$ cat config.mk
export PLATFORM = sky130hd
export DESIGN_NAME = seq_alu_core
export DESIGN_NICKNAME = d
export VERILOG_FILES = /design/src/rtl/alu_pkg.sv /design/src/rtl/edge_pulse.sv /design/src/rtl/seq_alu_core.sv
export SDC_FILE = /design/constraint.sdc
export NUM_CORES = 1
export LEC_CHECK = 0
export ABC_AREA = 1
export CAP_MARGIN = 20
export CORE_UTILIZATION = 40
export CTS_CLUSTER_SIZE = 25
export DETAILED_ROUTE_END_ITERATION = 8
export HOLD_SLACK_MARGIN = 0.15
export PLACE_DENSITY = 0.6
export SKIP_CTS_REPAIR_TIMING = 1
export SLEW_MARGIN = 10
export SYNTH_ARGS = -nofsm -noshare
export SYNTH_HDL_FRONTEND = slang
export SYNTH_SLANG_ARGS = --single-unit
$ cat constraint.sdc
create_clock -name clk -period 6.2 [get_ports clk]
set_clock_uncertainty 0.15 [all_clocks]
set_input_delay 1.24 -clock clk [delete_from_list [all_inputs] [get_ports clk]]
set_output_delay 1.24 -clock clk [all_outputs]
set_load 0.05 [all_outputs]
$ cat src/rtl/alu_pkg.sv
// Shared types for the sequential ALU core.
// Operation encoding and controller states.
package alu_pkg;

  typedef enum logic [2:0] {
    ADD = 3'd0,
    SUB = 3'd1,
    AND = 3'd2,
    OR  = 3'd3,
    XOR = 3'd4,
    SHL = 3'd5,
    SHR = 3'd6,
    MUL = 3'd7
  } alu_op_t;

  typedef enum logic [1:0] {
    IDLE = 2'd0,
    EXEC = 2'd1,
    DONE = 2'd2
  } state_t;

endpackage

$ cat src/rtl/edge_pulse.sv
// Two-flop synchroniser with rising-edge detect.
// Ports: clk, rstn (sync, active low), level in, one-cycle pulse out.
module edge_pulse (
  input  logic clk,
  input  logic rstn,
  input  logic level,
  output logic pulse
);

  logic sync_q;
  logic prev_q;

  always_ff @(posedge clk) begin
    if (!rstn) begin
      sync_q <= 1'b0;
      prev_q <= 1'b0;
    end else begin
      sync_q <= level;
      prev_q <= sync_q;
    end
  end

  assign pulse = sync_q & ~prev_q;

endmodule

$ cat src/rtl/seq_alu_core.sv
// Sequential ALU: serial operand entry, A/B regs, 1-cycle ops, iterative MUL.
// Ports: clk, rstn, push0/1, dir, clr_entry, load_a/b, op, start -> entry/a/b/result, flags, busy, done.
module seq_alu_core
  import alu_pkg::*;
#(
  parameter int W = 8
) (
  input  logic           clk,
  input  logic           rstn,
  input  logic           push0,
  input  logic           push1,
  input  logic           dir,
  input  logic           clr_entry,
  input  logic           load_a,
  input  logic           load_b,
  input  alu_op_t        op,
  input  logic           start,
  output logic [W-1:0]   entry_val,
  output logic [W-1:0]   a_val,
  output logic [W-1:0]   b_val,
  output logic [2*W-1:0] result,
  output logic           flag_z,
  output logic           flag_c,
  output logic           flag_n,
  output logic           flag_v,
  output logic           busy,
  output logic           done
);

  localparam int SHW = $clog2(W);

  logic p0, p1, shift_en;
  state_t st_q, st_d;
  logic [2*W-1:0] mcand, acc, acc_nx, res_c;
  logic [W-1:0] mplier;
  logic [SHW-1:0] cnt, sh;
  logic last, accept;
  logic [W:0] sum, dif, shl, shr;
  logic c_c, v_c;

  edge_pulse u_ep0 (.clk(clk), .rstn(rstn), .level(push0), .pulse(p0));
  edge_pulse u_ep1 (.clk(clk), .rstn(rstn), .level(push1), .pulse(p1));

  // A simultaneous 0 and 1 press collapses to one shift of 1.
  assign shift_en = p0 | p1;

  always_ff @(posedge clk) begin
    if (!rstn) begin
      entry_val <= '0;
    end else if (clr_entry) begin
      entry_val <= '0;
    end else if (shift_en) begin
      if (dir) entry_val <= {p1, entry_val[W-1:1]};
      else     entry_val <= {entry_val[W-2:0], p1};
    end
  end

  always_ff @(posedge clk) begin
    if (!rstn) begin
      a_val <= '0;
      b_val <= '0;
    end else if (st_q == IDLE) begin
      if (load_a) a_val <= entry_val;
      if (load_b) b_val <= entry_val;
    end
  end

  assign accept = (st_q == IDLE) && start;
  assign last   = (cnt == SHW'(W-1));
  assign sh     = b_val[SHW-1:0];
  assign acc_nx = acc + (mplier[0] ? mcand : '0);

  always_comb begin
    sum   = {1'b0, a_val} + {1'b0, b_val};
    dif   = {1'b0, a_val} - {1'b0, b_val};
    shl   = {1'b0, a_val} << sh;
    shr   = {a_val, 1'b0} >> sh;
    res_c = '0;
    c_c   = 1'b0;
    v_c   = 1'b0;
    unique case (op)
      ADD: begin
        res_c[W:0] = sum;
        c_c = sum[W];
        v_c = (a_val[W-1] == b_val[W-1]) && (sum[W-1] != a_val[W-1]);
      end
      SUB: begin
        res_c[W-1:0] = dif[W-1:0];
        c_c = dif[W];
        v_c = (a_val[W-1] != b_val[W-1]) && (dif[W-1] != a_val[W-1]);
      end
      AND: res_c[W-1:0] = a_val & b_val;
      OR:  res_c[W-1:0] = a_val | b_val;
      XOR: res_c[W-1:0] = a_val ^ b_val;
      SHL: begin
        res_c[W-1:0] = shl[W-1:0];
        c_c = shl[W];
      end
      SHR: begin
        res_c[W-1:0] = shr[W:1];
        c_c = shr[0];
      end
      MUL: ;
    endcase
  end

  always_ff @(posedge clk) begin
    if (!rstn) st_q <= IDLE;
    else       st_q <= st_d;
  end

  always_comb begin
    st_d = st_q;
    unique case (st_q)
      IDLE:    if (start) st_d = (op == MUL) ? EXEC : DONE;
      EXEC:    if (last) st_d = DONE;
      DONE:    st_d = IDLE;
      default: st_d = IDLE;
    endcase
  end

  // Single-cycle results are registered on accept; MUL on its last step.
  always_ff @(posedge clk) begin
    if (!rstn) begin
      mcand  <= '0;
      mplier <= '0;
      acc    <= '0;
      cnt    <= '0;
      result <= '0;
      flag_z <= 1'b0;
      flag_c <= 1'b0;
      flag_n <= 1'b0;
      flag_v <= 1'b0;
    end else if (accept) begin
      if (op == MUL) begin
        mcand  <= {{W{1'b0}}, a_val};
        mplier <= b_val;
        acc    <= '0;
        cnt    <= '0;
      end else begin
        result <= res_c;
        flag_z <= (res_c == '0);
        flag_c <= c_c;
        flag_n <= res_c[W-1];
        flag_v <= v_c;
      end
    end else if (st_q == EXEC) begin
      acc    <= acc_nx;
      mcand  <= mcand << 1;
      mplier <= mplier >> 1;
      cnt    <= cnt + 1'b1;
      if (last) begin
        result <= acc_nx;
        flag_z <= (acc_nx == '0);
        flag_c <= |acc_nx[2*W-1:W];
        flag_n <= acc_nx[2*W-1];
        flag_v <= 1'b0;
      end
    end
  end

  assign busy = (st_q != IDLE);
  assign done = (st_q == DONE);

endmodule

# Word level (Yosys, flattened, before mapping)
# Index checks and enable logic that the tools add are counted.
# W data, S select, Z words.
dict set report classes {
  add_sub_neg 4
  n_eq_ne 18
  n_shift 2
  muxes 42
  n_bitwise 9
  n_reduce_logical 17
}
# operator count
set ops {}
lappend ops {{$mux W16} 11}
lappend ops {{$pmux W8 S7} 1}
lappend ops {{$logic_not A16 Y1} 2}
lappend ops {{$mux W8} 4}
lappend ops {{$mux W1} 17}
lappend ops {{$add A16 B16 Y16} 1}
lappend ops {{$eq A3 B3 Y1 const B} 5}
lappend ops {{$add A8 B8 Y9} 1}
lappend ops {{$mux W3} 3}
lappend ops {{$shl A8 B3 Y9} 1}
lappend ops {{$shr A9 B3 Y9} 1}
lappend ops {{$sub A8 B8 Y9} 1}
lappend ops {{$and A8 B8 Y8} 1}
lappend ops {{$or A8 B8 Y8} 1}
lappend ops {{$reduce_and A2 Y1} 4}
lappend ops {{$reduce_or A8 Y1} 1}
lappend ops {{$xor A8 B8 Y8} 1}
lappend ops {{$eq A3 B2 Y1 const B} 2}
lappend ops {{$mux W2} 3}
lappend ops {{$ne A2 B2 Y1 const B} 3}
lappend ops {{$reduce_bool A2 Y1} 3}
lappend ops {{$pmux W1 S4} 1}
lappend ops {{$pmux W2 S2} 1}
lappend ops {{$add A3 B1 Y3 const B} 1}
lappend ops {{15 further kinds} 22}
dict set report totals {
  register_bits 93
  in_bits 12
  out_inout_bits 46
  word_cells 109
}

# Depth between registers and ports, before layout
dict set report logic_depth {
  ltp_word 6
  depth_mapped 20
  depth_no_buf 18
}

# Hierarchy
# From an unflattened synthesis, not the netlist that was laid out.
dict set report hier_totals {
  cells_unflattened 1048
  area_unflattened_um2 6471.2
}
# mod instances cells_per_inst area_per_inst_um2 seq_area_each_um2
set by_module_without_submodules {}
lappend by_module_without_submodules {seq_alu_core 1 1032 6341.1 1781.7}
lappend by_module_without_submodules {edge_pulse 2 8 65.1 40.0}

# Worst setup path after synthesis
# OpenSTA, ideal clock, no wires.
dict set report synth_timing {
  path_type {reg2reg}
  start {register b_val[1]}
  end {register flag_c}
  setup_ns 0.070
  t_arrival_ns 2.420
  required_ns 5.980
  slack_ns 3.560
  path_stages_with_launch 16
  path_buffers 2
  synth_period_minus_slack_ns 2.640
  cell_sequence {dfxtp_1 buf_2 inv_4 buf_6 fa_1 inv_1 nand3_1 nand2_1 nand4_1 a21oi_1 inv_1 nand2_1 nor2_1 nor2_1 nor2_1 a21oi_1}
}
dict set report synth_via {
  elab_chain_len 4
  elab_cells_between_ends 7
  cone_classes {2 x add/sub; 2 x shift; 3 x mux}
}
# element line
set synth_rtl {}
lappend synth_rtl {{start: declaration} seq_alu_core.sv:20} ;# output logic [W-1:0] b_val,
lappend synth_rtl {{start signal: assignment} seq_alu_core.sv:64} ;# if (load_b) b_val <= entry_val;
lappend synth_rtl {{$sub A8 B8 Y9, or another cell as far along} seq_alu_core.sv:75} ;# dif = {1'b0, a_val} - {1'b0, b_val};
lappend synth_rtl {{$pmux W1 S4 (*)} seq_alu_core.sv:81} ;# unique case (op)
lappend synth_rtl {{$mux W1 (*)} seq_alu_core.sv:135} ;# if (op == MUL) begin
lappend synth_rtl {{$mux W1 (*)} seq_alu_core.sv:134} ;# end else if (accept) begin
lappend synth_rtl {{end signal: assignment} seq_alu_core.sv:155} ;# flag_c <= |acc_nx[2*W-1:W];
lappend synth_rtl {{end: declaration} seq_alu_core.sv:23} ;# output logic flag_c,
# Every way passes the cells marked *; elsewhere a longest branch is shown, timed or not. The select of a mux whose other input is x is not followed.
# A chain may end at the register's enable or synchronous reset.

# Final worst setup path
dict set report layout_timing {
  start {input port start}
  end {register mplier[7]}
}
dict set report layout_via {
  elab_chain_len 3
  elab_cells_between_ends 5
  cone_classes {1 x eq/ne; 1 x mux; 3 x reduce/logical}
}
# element line
set layout_rtl {}
lappend layout_rtl {{start: declaration} seq_alu_core.sv:17} ;# input logic start,
lappend layout_rtl {{$logic_and A1 B1 Y1 (*)} seq_alu_core.sv:68} ;# assign accept = (st_q == IDLE) && start;
lappend layout_rtl {{$ne A2 B1 Y1 (no source line) / $reduce_bool A2 Y1 (equally long branches)} --}
lappend layout_rtl {{$reduce_and A2 Y1 (no source line)} --}
lappend layout_rtl {{end signal: assignment} seq_alu_core.sv:137} ;# mplier <= b_val;
lappend layout_rtl {{end signal: assignment} seq_alu_core.sv:150} ;# mplier <= mplier >> 1;
lappend layout_rtl {{end: declaration} seq_alu_core.sv:35} ;# logic [W-1:0] mplier;
# Every way passes the cells marked *; elsewhere a longest branch is shown, timed or not.

==> flow_metrics.tcl <==
set metrics [dict create \
    synth_seq_cells 93 \
    ys_warn_count 0 \
    finish.net_count 1142 \
    status "complete, no violations" \
    end_kind "flip-flop" \
    io_pins 58 \
    clk_pin_slew_ps 60 \
    dp_cells 1290 \
    areaGrowthSynthToFinish_pct 14.4 \
    syn-num-nets 1113 \
    p_leak_nw 3.51 \
    worstSetupPathType "input pin to flip-flop" \
    synth_area_um2 6540 \
    worst_pin_slew_ps 665 \
    syn_inst 1056 \
    ys_top_cells_by_area "dfxtp_1, nand2_1, ha_1" \
    gp_congestion 0.929 \
    cap_violations 0 \
    die_area_um2 16900 \
    grt_pass1_vias 6015 \
    relSlewSlack_pct 55.6 \
    min_period_ps 3710 \
    hold_slack_ps 289 \
    final-instance-count-excl-fill 1306 \
    setup_viol 0 \
    grt_pass1_wl_mm 31.8 \
    final_layout_size_suffix_gt1_share_pct 4.22 \
    insertedDiodeCount 0 \
    first_pass_iters 5 \
    cp-start-kind "input pin" \
    hp-class "flip-flop to flip-flop" \
    synth_area_leader_cell "dfxtp_1" \
    cts_sinks 93 \
    insertion_delay_ps 350 \
    wl_per_cell_um 15.4 \
    drtIter0Drc 552 \
    cts_root_buf "clkbuf_16" \
    dp_hpwl_mm 15.0 \
    drv_slew 0 \
    routed_wl_mm 20.1 \
    p_per_area_nw_per_um2 213 \
    port_buffers 57 \
    cts-htree-levels 3 \
    rows 46 \
    worstPathArrival_ps 3790 \
    drc 0 \
    ir_drop_uv 187 \
    cp_max_fo 36 \
    yosysTopAreaCellShare_pct 28.5 \
    period_share_pct 59.8 \
    max_clock_freq_mhz 270 \
    antenna_found_initial 0 \
    antenna_left 0 \
    hold_viol 0 \
    synth-seq-area-share_pct 28.5 \
    cts_tree "yes" \
    core_um2 15900 \
    start_util_pct 41.0 \
    grt_start_max_net_pins 50 \
    die_x_um 130 \
    die_h_um 130 \
    finalSetupTns_ps 0 \
    vias 6743 \
    rsz0062_at_grt "no" \
    crit_required_ps 6290 \
    ys_types 35 \
    grt_util_all_layers_pct 24.5 \
    cts.path.max_buffers 2 \
    cts_buffers 9 \
    syn_area_per_cell_um2 6.20 \
    vias_per_cell 5.16 \
    gr-total-overflow 0 \
]
synthesized netlist by cell type, drive strengths merged:
cell type and n:
a31oi 26, nor4 1, nand3b 2, nand4 14
and2 5, xor2 4, nor2 77, fa 3
nand3 97, clkbuf 21, a211oi 1, or2 1
o21ai 67, ha 42, nor3 6, xnor2 6
o221ai 1, a21oi 78, inv 145, o211ai 5
buf 21, dfxtp 93, nand2 340
worst max-delay path, cell delays in order:
cell and delay [ps]:
clkdlybuf4s50_1 480, nand2_2 280, inv_2 460, nand2_1 190
nand2_2 470, inv_2 390, a21oi_1 210, nor2_1 60
cell type report:
class / count / area, um2
fillers: 1689 / 8460
multi-input cells: 776 / 3920
flip-flops and latches: 93 / 1860
repair buffers: 60 / 593
inverters: 145 / 547
well taps: 216 / 270
clock buffers: 9 / 225
clock inverters: 7 / 66.3
cell usage in the layout (no fill, tap or decap), drive strengths merged:
cell / count
a211oi: 1
nand4: 14
or2: 1
clkinvlp: 1
dfxtp: 93
xor2: 4
o211ai: 5
nand2: 340
ha: 42
o21ai: 67
nor3: 6
and2: 5
bufinv: 1
a31oi: 26
fa: 3
nand3: 97
o221ai: 1
nand3b: 2
clkdlybuf4s50: 57
nor2: 77
buf: 3
inv: 145
clkbuf: 9
a21oi: 78
nor4: 1
clkinv: 5
xnor2: 6
power by group:
part	switching [mW]	internal, mW
registers	0.0390	0.624
logic	0.269	0.116
clock network	0.234	0.310
total	0.543	1.05
logic make-up after synthesis:
logic type,count (synthesis),share of synthesized area [%]
XOR/XNOR,10,1.34
buffers and inverters,187,11.6
adder cells (fa/ha/maj),45,8.95
flip-flops,93,28.5
AND/OR/NAND/NOR,543,35.3
AO/OA/AOI/OAI,178,14.4
routing by layer:
metal  global-route usage, %  vias to the layer above  part of all wire (%)
li1                        -                     3450                     -
met3                    3.85                       29                   4.6
met1                    34.7                     3044                    49
met4                    7.39                        0                   2.2
met2                    38.1                      220                    44
met5                       0                        -                     0
state kept, by name, indices dropped and copies added (netlist names), 2 cells and up:
register and count:
acc 16, entry_val 8, cnt 3, mplier 8
result 16, a_val 8, b_val 8, mcand 16
st_q 2
path summary, 6_finish.rpt:
check / cells past startpoint / slack, ps / start / end
setup reg to reg: 15 / 3180 / mplier[0] / flag_z
setup / recovery: 8 / 2490 / start / mplier[7]
hold reg to reg: 2 / 290 / u_ep1.sync_q / u_ep1.prev_q
hold / removal: 2 / 290 / u_ep1.sync_q / u_ep1.prev_q
per-stage QoR:
stage          utilization [%]  setup WS, ps  power [mW]  cell area, um2
4_1_cts                   47.0          2540        1.60            7490
6_report                  47.0          2490        1.59            7490
3_5_place_dp              45.1          2180        1.06            7200
3_3_place_gp              45.1          2210        1.06            7200
5_1_grt                   47.0          2310        1.67            7490
2_1_floorplan                -          3560       0.941            6540
Note: power is estimated with default switching activity, not from simulation.
